$ cat src/rtl/path_pkg.sv
// Shared types for the maze path datapath: FSM states, packed coordinates,
// and an index-width helper used by the path reader and its buffer.
package path_pkg;

  localparam int unsigned COORD_W = 4;

  typedef enum logic [2:0] {
    ST_IDLE = 3'd0,
    ST_POP  = 3'd1,
    ST_CAP  = 3'd2,
    ST_EMIT = 3'd3,
    ST_FIN  = 3'd4
  } path_state_t;

  typedef struct packed {
    logic [COORD_W-1:0] x;
    logic [COORD_W-1:0] y;
  } coord_t;

  function automatic int unsigned idx_w(input int unsigned depth);
    return (depth > 1) ? $clog2(depth) : 1;
  endfunction

endpackage

$ cat src/rtl/path_buf.sv
// Path capture buffer: DEPTH x DW register file, one synchronous write port,
// one asynchronous read port. Contents are not reset.
module path_buf
  import path_pkg::*;
#(
  parameter int unsigned DW    = 8,
  parameter int unsigned DEPTH = 16
) (
  input  logic                    i_clk,
  input  logic                    i_we,
  input  logic [idx_w(DEPTH)-1:0] i_waddr,
  input  logic [DW-1:0]           i_wdata,
  input  logic [idx_w(DEPTH)-1:0] i_raddr,
  output logic [DW-1:0]           o_rdata
);

  logic [DW-1:0] r_mem [DEPTH];

  always_ff @(posedge i_clk) begin
    if (i_we) r_mem[i_waddr] <= i_wdata;
  end

  assign o_rdata = r_mem[i_raddr];

endmodule

$ cat src/rtl/path_reader.sv
// Drains the coordinate stack into a local buffer, then replays the entries
// oldest-first over a valid/ready stream with a last marker.
module path_reader
  import path_pkg::*;
#(
  parameter int unsigned W     = 4,
  parameter int unsigned DEPTH = 16
) (
  input  logic                       clk,
  input  logic                       rst,
  input  logic                       start,
  output logic                       pop,
  input  logic [W-1:0]               stkX,
  input  logic [W-1:0]               stkY,
  input  logic                       stkFail,
  output logic [W-1:0]               xPath,
  output logic [W-1:0]               yPath,
  output logic                       pathValid,
  input  logic                       pathReady,
  output logic                       pathLast,
  output logic [$clog2(DEPTH+1)-1:0] count,
  output logic                       done,
  output logic                       overflow
);

  localparam int unsigned CW = $clog2(DEPTH+1);
  localparam int unsigned IW = idx_w(DEPTH);

  path_state_t   r_state;
  logic [CW-1:0] r_count;
  logic [IW-1:0] r_idx;
  logic          r_ovf;

  logic          w_we;
  logic [CW-1:0] w_cnt_inc;
  logic [2*W-1:0] w_rdata;

  assign w_we      = (r_state == ST_CAP) && !stkFail;
  assign w_cnt_inc = r_count + 1'b1;

  path_buf #(
    .DW    (2*W),
    .DEPTH (DEPTH)
  ) u_buf (
    .i_clk   (clk),
    .i_we    (w_we),
    .i_waddr (r_count[IW-1:0]),
    .i_wdata ({stkX, stkY}),
    .i_raddr (r_idx),
    .o_rdata (w_rdata)
  );

  always_ff @(posedge clk or negedge rst) begin
    if (!rst) begin
      r_state <= ST_IDLE;
      r_count <= '0;
      r_idx   <= '0;
      r_ovf   <= 1'b0;
    end else begin
      unique case (r_state)
        ST_IDLE: begin
          // count/overflow persist through IDLE so they stay readable after a run
          if (start) begin
            r_state <= ST_POP;
            r_count <= '0;
            r_ovf   <= 1'b0;
          end
        end
        ST_POP:  r_state <= ST_CAP;
        ST_CAP: begin
          if (stkFail) begin
            if (r_count == '0) begin
              r_state <= ST_FIN;
            end else begin
              r_idx   <= IW'(r_count - 1'b1);
              r_state <= ST_EMIT;
            end
          end else begin
            r_count <= w_cnt_inc;
            if (w_cnt_inc == CW'(DEPTH)) begin
              r_ovf   <= 1'b1;
              r_idx   <= IW'(DEPTH - 1);
              r_state <= ST_EMIT;
            end else begin
              r_state <= ST_POP;
            end
          end
        end
        ST_EMIT: begin
          if (pathReady) begin
            if (r_idx == '0) r_state <= ST_FIN;
            else             r_idx   <= r_idx - 1'b1;
          end
        end
        ST_FIN:  r_state <= ST_IDLE;
        default: r_state <= ST_IDLE;
      endcase
    end
  end

  // Data is gated by EMIT so the unreset buffer never reaches the outputs
  assign pop       = (r_state == ST_POP);
  assign pathValid = (r_state == ST_EMIT);
  assign pathLast  = pathValid && (r_idx == '0);
  assign xPath     = pathValid ? w_rdata[2*W-1:W] : '0;
  assign yPath     = pathValid ? w_rdata[W-1:0]   : '0;
  assign done      = (r_state == ST_FIN);
  assign count     = r_count;
  assign overflow  = r_ovf;

endmodule

$ cat config.mk
export PLATFORM = sky130hd
export DESIGN_NAME = path_reader
export DESIGN_NICKNAME = d
export VERILOG_FILES = /design/src/rtl/path_pkg.sv /design/src/rtl/path_buf.sv /design/src/rtl/path_reader.sv
export SDC_FILE = /design/constraint.sdc
export NUM_CORES = 1
export LEC_CHECK = 0
export ABC_AREA = 0
export CAP_MARGIN = 20
export CORE_ASPECT_RATIO = 0.6
export CORE_MARGIN = 10
export CORE_UTILIZATION = 45
export DETAILED_ROUTE_END_ITERATION = 6
export PLACE_DENSITY = 0.68
export SYNTH_ARGS = -nofsm -noshare
export SYNTH_HDL_FRONTEND = slang
export SYNTH_SLANG_ARGS = --single-unit
$ cat constraint.sdc
create_clock -name clk -period 2.4 [get_ports clk]
set_clock_uncertainty 0.05 [all_clocks]
set_input_delay 0.48 -clock clk [delete_from_list [all_inputs] [get_ports clk]]
set_output_delay 0.48 -clock clk [all_outputs]
set_load 0.05 [all_outputs]
==> impl_metrics.tcl, run 1 <==
set metrics [dict create \
    outcome "complete, but fails checks" \
    violations "negative setup slack" \
    slew_headroom_pct 44.9 \
    synth_area_leaders "edfxtp_1 64%, mux4_2 6.0%, dfrtp_1 5.4%" \
    routed_via_density 5.74 \
    drc 0 \
    antenna_left 0 \
    yosysTopAreaCell "edfxtp_1" \
    dieArea_mm2 0.0186 \
    ys.warnings.count 0 \
    core_mm2 0.0130 \
    slew_violations 0 \
    setup_viol 9 \
    synth_area_per_cell_um2 17.2 \
    yosys_register_bits 141 \
    final_nets 465 \
    die_y_um 110 \
    hold_ws_ns 0.425 \
    clkTransAtPathRegs_ns 0.06 \
    cts.htree.levels 4 \
    synth.most_common_cell "edfxtp_1" \
    cts_buffer_depth 2 \
    globalplace.congestion 0.832 \
    grt.total_usage_pct 15.2 \
    synth_top_area_share_pct 63.7 \
    rows 32 \
    grt_overflow_total 0 \
    clock-sinks 141 \
    crit_arrival_ns 2.18 \
    wl_mm 13.8 \
    fmax_mhz 368 \
    path_cells "buf_6, buf_12, buf_8, mux4_2, mux2i_1, a211oi_2, buf_6" \
    tightest_slew_ns 0.824 \
    fin_setup_tns_ns -2.09 \
    cp-end-kind "output pin" \
    fin_ws_ns -0.314 \
    cp_slowest_cell "dfrtp_2" \
    cpMostUsedCell "buf_6" \
    async_reset_ff_share_pct 9.22 \
    drt_iter0_markers 499 \
    crit_fanout 7 \
    worstHoldPathType "in -> async" \
    clk_latency_ns 0.41 \
    ys_top_cells_by_count "128 x edfxtp_1, 31 x nor2_1, 18 x nand2_1" \
    first_global_vias 3519 \
    start_kind "register" \
    drv_cap 0 \
    ir_drop_v 0.00106 \
    cts-buffers-inserted 17 \
    holdBufCountCts 0 \
    worst-setup-path-type "reg -> out" \
    port_buffers 30 \
    place_area_mm2 0.00689 \
    drt-pass1-iter-count 5 \
    rsz0062_at_grt "true" \
    slowest_delay_ns 0.43 \
    period_needed_ns 2.71 \
    powerDensity_mw_per_mm2 1280 \
    cts_root_buffer "clkbuf_16" \
    final.period_utilization_pct 113 \
    layout-drive-gt1-share_pct 34.4 \
    grt_antenna_before_repair 0 \
    dp_hpwl_mm 9.06 \
    fillCellCount 942 \
    cts_tree "done" \
    grt_use_met2_pct 22.3 \
    synth_nets 370 \
    antenna_cells 0 \
    synth-seq-area-share_pct 69.1 \
    die_w_um 170 \
    design_area_mm2 0.00776 \
    io-pin-count 31 \
    synthCells 351 \
    met1_usage_pct 22.0 \
    grt_use_met3_pct 4.21 \
    synth_cell_types 54 \
    cp_data_required_time_ns 1.87 \
    synth_flop_cell "edfxtp_1" \
    grt_pass1_wl_mm 21.0 \
    synth_edf_count 128 \
    final_util_pct 59.8 \
    start_util_pct 46.5 \
    syn2layout_area_growth_pct 28.5 \
    post_drt_wl_per_cell_um 21.9 \
    synth_area_mm2 0.00604 \
    total_leakage_power_nw 2.76 \
    hold_viol 0 \
    vias 3613 \
    grt_max_degree 17 \
    top_usage_layer "met2" \
]
## worst max-delay path, delay by kind of cell, from the launching register on
kind | cells | cell delay [ns]
multiplexers | 2 | 0.41
AO/OA/AOI/OAI | 1 | 0.32
flip-flops | 1 | 0.43
buffers and inverters | 4 | 0.61
## layout by cell type (no fill, tap or decap), drive strengths merged, types with 4 or more instances in the layout
cell type and instances:
a211oi 9, a21oi 8, and3 4, buf 76, clkbuf 20, clkdlybuf4s50 17
clkinvlp 4, dfrtp 13, edfxtp 128, ha 6, inv 10, mux2i 17
mux4 26, nand2 18, nor2 31, nor2b 6, nor3 4, o21ai 11
## report_power, final
| part | total (mW) | switching (mW) | internal (mW) | leakage, nW |
|---|---|---|---|---|
| Sequential | 3.06 | 0.225 | 2.83 | 1.30 |
| Combinational | 4.25 | 2.25 | 2.00 | 1.18 |
| Clock | 2.65 | 1.01 | 1.65 | 0.277 |
| Total | 9.96 | 3.48 | 6.48 | 2.76 |
## what timing repair did
action	CTS	global route
cloned	1	0
setup endpoints to repair	9	13
endpoints found under the hold margin	0	0
setup buffers	6	9
pin swaps	11	11
resized for setup	31	17
## final cells by class
type | instances | area, um^2 | share of cell area, %
sequential | 141 | 4170 | 53.8
multi-input combinational | 184 | 1800 | 23.2
timing repair buffer | 94 | 937 | 12.1
clock buffer | 20 | 437 | 5.63
tap | 170 | 213 | 2.74
clock inverter | 12 | 164 | 2.11
inverter | 8 | 35.0 | 0.452
## cells by family after synthesis
| family | Yosys count | synth area share, % |
|---|---|---|
| flip-flops | 141 | 69.1 |
| AND/OR/NAND/NOR | 78 | 6.55 |
| buffers and inverters | 26 | 2.92 |
| multiplexers | 43 | 13.1 |
| adder cells (fa/ha/maj) | 6 | 1.24 |
| XOR/XNOR | 4 | 0.581 |
| AO/OA/AOI/OAI | 53 | 6.49 |
## path summary, 6_finish.rpt
path                           from        to  slack, ns  cells past startpoint
max                        r_idx[0]  yPath[3]      -0.31                      7
min                             rst  count[4]       0.43                      1
max reg2reg                r_idx[0]  r_idx[2]       0.11                     11
min reg2reg                overflow  overflow       0.46                      2
max in group asynchronous       rst  r_idx[2]       1.41                      1
min in group clk           overflow  overflow       0.46                      2
## layer usage
metal	share of wire, %	routed length (um)
met1	46	6310
met2	45	6180
met3	8.5	1170
met4	0.63	87
met5	0	0
## metrics by stage
| step | total power [mW] | worst slack [ns] | instances |
|---|---|---|---|
| CTS | 9.86 | -0.377 | 622 |
| floorplan | 5.52 | -0.0477 | 351 |
| global route | 10.4 | -0.375 | 629 |
| global placement | 6.73 | 0.0456 | 583 |
| finish | 9.96 | -0.314 | 629 |
| detailed placement | 6.77 | 0.0319 | 583 |
## sequential cells by signal (all words and copies together) (netlist names)
register,count
u_buf.r_mem,128
count,5
r_idx,4
r_state,3
overflow,1
Power figures use the tool's default switching activity.
==> run 2, diff against run 1 <==
--- a/config.mk
+++ b/config.mk
@@ -9,9 +9,9 @@
 export CAP_MARGIN = 20
 export CORE_ASPECT_RATIO = 0.6
 export CORE_MARGIN = 10
-export CORE_UTILIZATION = 45
+export CORE_UTILIZATION = 30
 export DETAILED_ROUTE_END_ITERATION = 6
-export PLACE_DENSITY = 0.68
+export PLACE_DENSITY = 0.51
 export SYNTH_ARGS = -nofsm -noshare
 export SYNTH_HDL_FRONTEND = slang
 export SYNTH_SLANG_ARGS = --single-unit
==> impl_metrics.tcl, run 2 (synthesized netlist as in run 1, its figures left out) <==
set metrics [dict create \
    outcome "complete, but fails checks" \
    violations "negative setup slack" \
    start_kind "register" \
    regMostFlops "u_buf.r_mem" \
    grt_antenna_before_repair 0 \
    final_cells 724 \
    die_y_um 130 \
    hold_viol 0 \
    dieArea_mm2 0.0264 \
    grt_overflow_total 0 \
    total_leakage_power_nw 2.72 \
    fin_ws_ns -0.313 \
    crit_fanout 4 \
    cts_buffer_depth 2 \
    wl_mm 14.4 \
    ir_drop_v 0.000800 \
    post_drt_wl_per_cell_um 19.9 \
    grt_max_degree 17 \
    dp_hpwl_mm 9.93 \
    final_nets 457 \
    drc 0 \
    clock-sinks 141 \
    worst-setup-path-type "reg -> out" \
    powerDensity_mw_per_mm2 1240 \
    grt_pass1_wl_mm 22.4 \
    slew_violations 0 \
    first_global_vias 3669 \
    netSwitchingPower_mw 3.44 \
    antenna_cells 0 \
    worstHoldPathType "in -> async" \
    startpoint "r_idx[0]" \
    fillCellCount 1825 \
    clkTransAtPathRegs_ns 0.06 \
    multiInputGateArea_mm2 0.00181 \
    placedCellCount 687 \
    die_w_um 203 \
    seq_power_share_pct 32.1 \
    cp_data_required_time_ns 1.87 \
    slew_headroom_pct 51.4 \
    layout-drive-gt1-share_pct 35.5 \
    cts_root_buffer "clkbuf_16" \
    p_total_mw 9.63 \
    final.period_utilization_pct 113 \
    crit_arrival_ns 2.18 \
    core_mm2 0.0199 \
    cts_tree "done" \
    seqCellArea_mm2 0.00417 \
    reg2reg_from "r_idx[0]" \
    clk_latency_ns 0.42 \
    fmax_mhz 369 \
    syn2layout_area_growth_pct 28.4 \
    p_comb_share_pct 41.5 \
    tightest_slew_ns 0.727 \
    drt_iter0_markers 211 \
    layout_commonest_cell "edfxtp_1" \
    largest_register_ffs 128 \
    setup_viol 9 \
    antenna_left 0 \
    rsz0062_at_grt "true" \
    design_area_mm2 0.00775 \
    drv_cap 0 \
    vias 3461 \
    clockPowerShare_pct 26.4 \
    cts.htree.levels 4 \
    cts-buffers-inserted 17 \
    drt-pass1-iter-count 5 \
    port_buffers 30 \
    rows 40 \
    start_util_pct 30.4 \
    place_area_mm2 0.00700 \
    cp-end-kind "output pin" \
    final_cell_mix "128 x edfxtp_1, 53 x buf_4, 30 x nor2_1" \
    place_ws_ns -0.0552 \
    grt.total_usage_pct 11.5 \
    swShare_pct 35.7 \
    io-pin-count 31 \
    period_needed_ns 2.71 \
    holdBufCountCts 0 \
    routed_via_density 4.78 \
    globalplace.congestion 0.775 \
    p_int_mw 6.19 \
]
[run 2: cell count changes in the layout (fill, tap and decap cells not counted), sizes merged]
cell           change
clkinvlp           -2
inv                -1
clkdlybuf4s50      -1
buf                -8
dlygate4sd2        +1
bufinv             -1
clkbuf             -3
clkinv             +7
[run 2: worst paths after layout]
kind                       slack, ns  depth (start not counted)        to
setup / recovery               -0.31                          6  yPath[3]
hold / removal                  0.44                          1  count[0]
setup reg to reg                0.08                         10  r_idx[2]
hold reg to reg                 0.49                          2  overflow
max in group asynchronous       1.35                          1  r_idx[1]
min in group clk                0.49                          2  overflow
[run 2: layout make-up]
| class | count | area share (%) |
|---|---|---|
| Timing Repair Buffer | 86 | 10.5 |
| Tap cell | 273 | 4.41 |
| Clock inverter | 15 | 1.92 |
| Sequential cell | 141 | 53.9 |
| Inverter | 8 | 0.420 |
| Multi-Input combinational cell | 184 | 23.3 |
| Clock buffer | 17 | 5.49 |
[run 2: power groups by stage]
| stage | registers (mW) | clock network, mW | logic [mW] |
|---|---|---|---|
| finish | 3.09 | 2.54 | 4.00 |
| detailed placement | 3.12 | 0 | 3.66 |
| global route | 3.11 | 2.72 | 4.30 |
| floorplan | 3.09 | 0 | 2.43 |
| global placement | 3.11 | 0 | 3.63 |
| CTS | 3.08 | 2.60 | 3.99 |
[run 2: through the flow]
stage / TNS [ns] / util, % / hold WS [ns]
6_report: -2.34 / 39.0 / 0.445
4_1_cts: -2.54 / 38.8 / 0.449
3_5_place_dp: -0.0953 / 35.3 / 0.472
2_1_floorplan: -0.0477 / - / 0.134
5_1_grt: -3.22 / 39.0 / 0.462
3_3_place_gp: -0.0389 / 35.3 / 0.427
[run 2: critical path: stages (launching register included)]
cell      delay, ns
dfrtp_2        0.42
buf_6          0.14
mux4_1         0.55
nor2b_4        0.15
a211oi_4       0.26
a211oi_2       0.08
buf_6          0.16
[run 2: metal layers]
| metal | part of all wire, % | vias up | global-route usage (%) | routed length (um) |
|---|---|---|---|---|
| li1 | - | 1568 | - | - |
| met1 | 51 | 1795 | 16.6 | 7390 |
| met2 | 43 | 86 | 16.3 | 6190 |
| met3 | 5.0 | 12 | 3.17 | 720 |
| met4 | 0.98 | 0 | 3.93 | 142 |
| met5 | 0 | - | 0 | 0 |
[run 2: timing repair]
item / 4_1_cts / 5_1_grt
gates resized for setup: 33 / 19
pin swaps: 12 / 9
buffers inserted: 3 / 3
setup endpoints to repair: 10 / 13
cloned: 1 / 0
==> run 3, diff against run 2 <==
--- a/config.mk
+++ b/config.mk
@@ -12,6 +12,7 @@
 export CORE_UTILIZATION = 30
 export DETAILED_ROUTE_END_ITERATION = 6
 export PLACE_DENSITY = 0.51
+export SKIP_CTS_REPAIR_TIMING = 1
 export SYNTH_ARGS = -nofsm -noshare
 export SYNTH_HDL_FRONTEND = slang
 export SYNTH_SLANG_ARGS = --single-unit
==> impl_metrics.tcl, run 3 (synthesized netlist as in run 1, its figures left out) <==
set metrics [dict create \
    outcome "complete, but fails checks" \
    violations "negative setup slack" \
    largest_register_ffs 128 \
    layout-drive-gt1-share_pct 35.0 \
    rrSetupSlack_ns 0.05 \
    drv_cap 0 \
    drt_iter0_markers 225 \
    period_needed_ns 2.75 \
    grt_antenna_before_repair 0 \
    cts_root_buffer "clkbuf_16" \
    slew_violations 0 \
    grt_overflow_total 0 \
    fin_setup_tns_ns -2.66 \
    worst-setup-path-type "reg -> out" \
    final_cell_mix "128 x edfxtp_1, 52 x buf_4, 30 x nor2_1" \
    wl_mm 14.7 \
    grt_max_degree 23 \
    ir_drop_v 0.000802 \
    clk_latency_ns 0.42 \
    dieArea_mm2 0.0264 \
    clock-sinks 141 \
    vias 3508 \
    fillCellCount 1825 \
    start_kind "register" \
    cp-end-kind "output pin" \
    syn2layout_area_growth_pct 28.9 \
    die_y_um 130 \
    cts.htree.levels 4 \
    grt.total_usage_pct 11.3 \
    antenna_cells 0 \
    first_global_vias 3640 \
    worstRegToRegCells 11 \
    post_drt_wl_per_cell_um 20.2 \
    rsz0062_at_grt "true" \
    clockPowerShare_pct 26.2 \
    final_nets 460 \
    p_comb_share_pct 42.2 \
    total_leakage_power_nw 2.75 \
    layout_commonest_cell "edfxtp_1" \
    drc 0 \
    globalplace.congestion 0.775 \
    tightest_slew_ns 0.690 \
    dp_hpwl_mm 9.93 \
    antenna_left 0 \
    regMostFlops "u_buf.r_mem" \
    seq_power_share_pct 31.6 \
    fmax_mhz 364 \
    crit_fanout 8 \
    reg2reg_from "r_idx[0]" \
    grt_pass1_wl_mm 21.9 \
    setup_viol 9 \
    cts_buffer_depth 2 \
    die_w_um 203 \
    drt-pass1-iter-count 5 \
    slew_headroom_pct 53.9 \
    final_cells 727 \
    worstHoldPathType "in -> async" \
    placedCellCount 687 \
    startpoint "r_idx[0]" \
    netSwitchingPower_mw 3.46 \
    routed_via_density 4.83 \
    powerDensity_mw_per_mm2 1250 \
    r2r_end "r_idx[2]" \
    rows 40 \
    clkTransAtPathRegs_ns 0.06 \
    final.period_utilization_pct 115 \
    io-pin-count 31 \
    cts_tree "done" \
    core_mm2 0.0199 \
    cp_data_required_time_ns 1.87 \
    start_util_pct 30.4 \
    fin_ws_ns -0.349 \
    hold_viol 0 \
    p_int_mw 6.27 \
    port_buffers 30 \
    swShare_pct 35.6 \
    crit_arrival_ns 2.22 \
    cts-buffers-inserted 17 \
]
-- run 3: cell count changes in the layout (fill, tap and decap cells not counted), moves of 2 or more --
cell       before  now
mux4_2         21   23
mux2i_1        14   17
buf_6           6    8
mux2i_2         3    0
clkbuf_16      17   19
mux4_1          5    3
-- run 3: worst max-delay path by stage --
| stage | end | slack, ns | depth (start not counted) |
|---|---|---|---|
| floorplan | xPath[2] | -0.05 | 4 |
| global placement | yPath[2] | -0.04 | 6 |
| detailed placement | yPath[3] | -0.06 | 5 |
| CTS | yPath[3] | -0.52 | 5 |
| global route | xPath[1] | -0.42 | 7 |
| finish | xPath[1] | -0.35 | 7 |
-- run 3: routing by layer --
layer / global-route usage (%) / share of wire, % / up-vias
li1: - / - / 1572
met1: 15.9 / 52 / 1837
met2: 16.3 / 43 / 83
met3: 3.17 / 4.5 / 16
met4: 3.93 / 1.1 / 0
met5: 0 / 0 / -
-- run 3: critical path, stage by stage, from the launching register on --
cell and delay, ns:
dfrtp_2 0.37, buf_12 0.14, buf_8 0.12, clkbuf_16 0.15, mux4_2 0.50, o211ai_1 0.23
a21oi_2 0.11, buf_12 0.16
-- run 3: power groups by stage --
stage	Clock (mW)	Combinational [mW]	Sequential, mW
after global routing	2.72	4.41	3.09
after CTS	2.60	3.67	3.07
after floorplan	0	2.43	3.09
final	2.55	4.10	3.07
after detailed placement	0	3.66	3.12
after global placement	0	3.63	3.11
-- run 3: metrics by stage --
step	util (%)	area, um^2	hold WS (ns)	worst slack [ns]	power (mW)
final	39.2	7780	0.427	-0.349	9.72
after global placement	35.3	7000	0.427	-0.0389	6.74
after global routing	39.2	7780	0.462	-0.423	10.2
after detailed placement	35.3	7000	0.472	-0.0552	6.78
after CTS	38.1	7580	0.449	-0.522	9.34
after floorplan	-	6080	0.134	-0.0477	5.52
-- run 3: layout make-up --
| type | count | area, um^2 | area share, % |
|---|---|---|---|
| repair buffers | 89 | 891 | 11.4 |
| multi-input cells | 184 | 1770 | 22.8 |
| well taps | 273 | 342 | 4.39 |
| clock inverters | 15 | 149 | 1.91 |
| flip-flops and latches | 141 | 4170 | 53.6 |
| clock buffers | 17 | 425 | 5.47 |
| inverters | 8 | 30.0 | 0.386 |
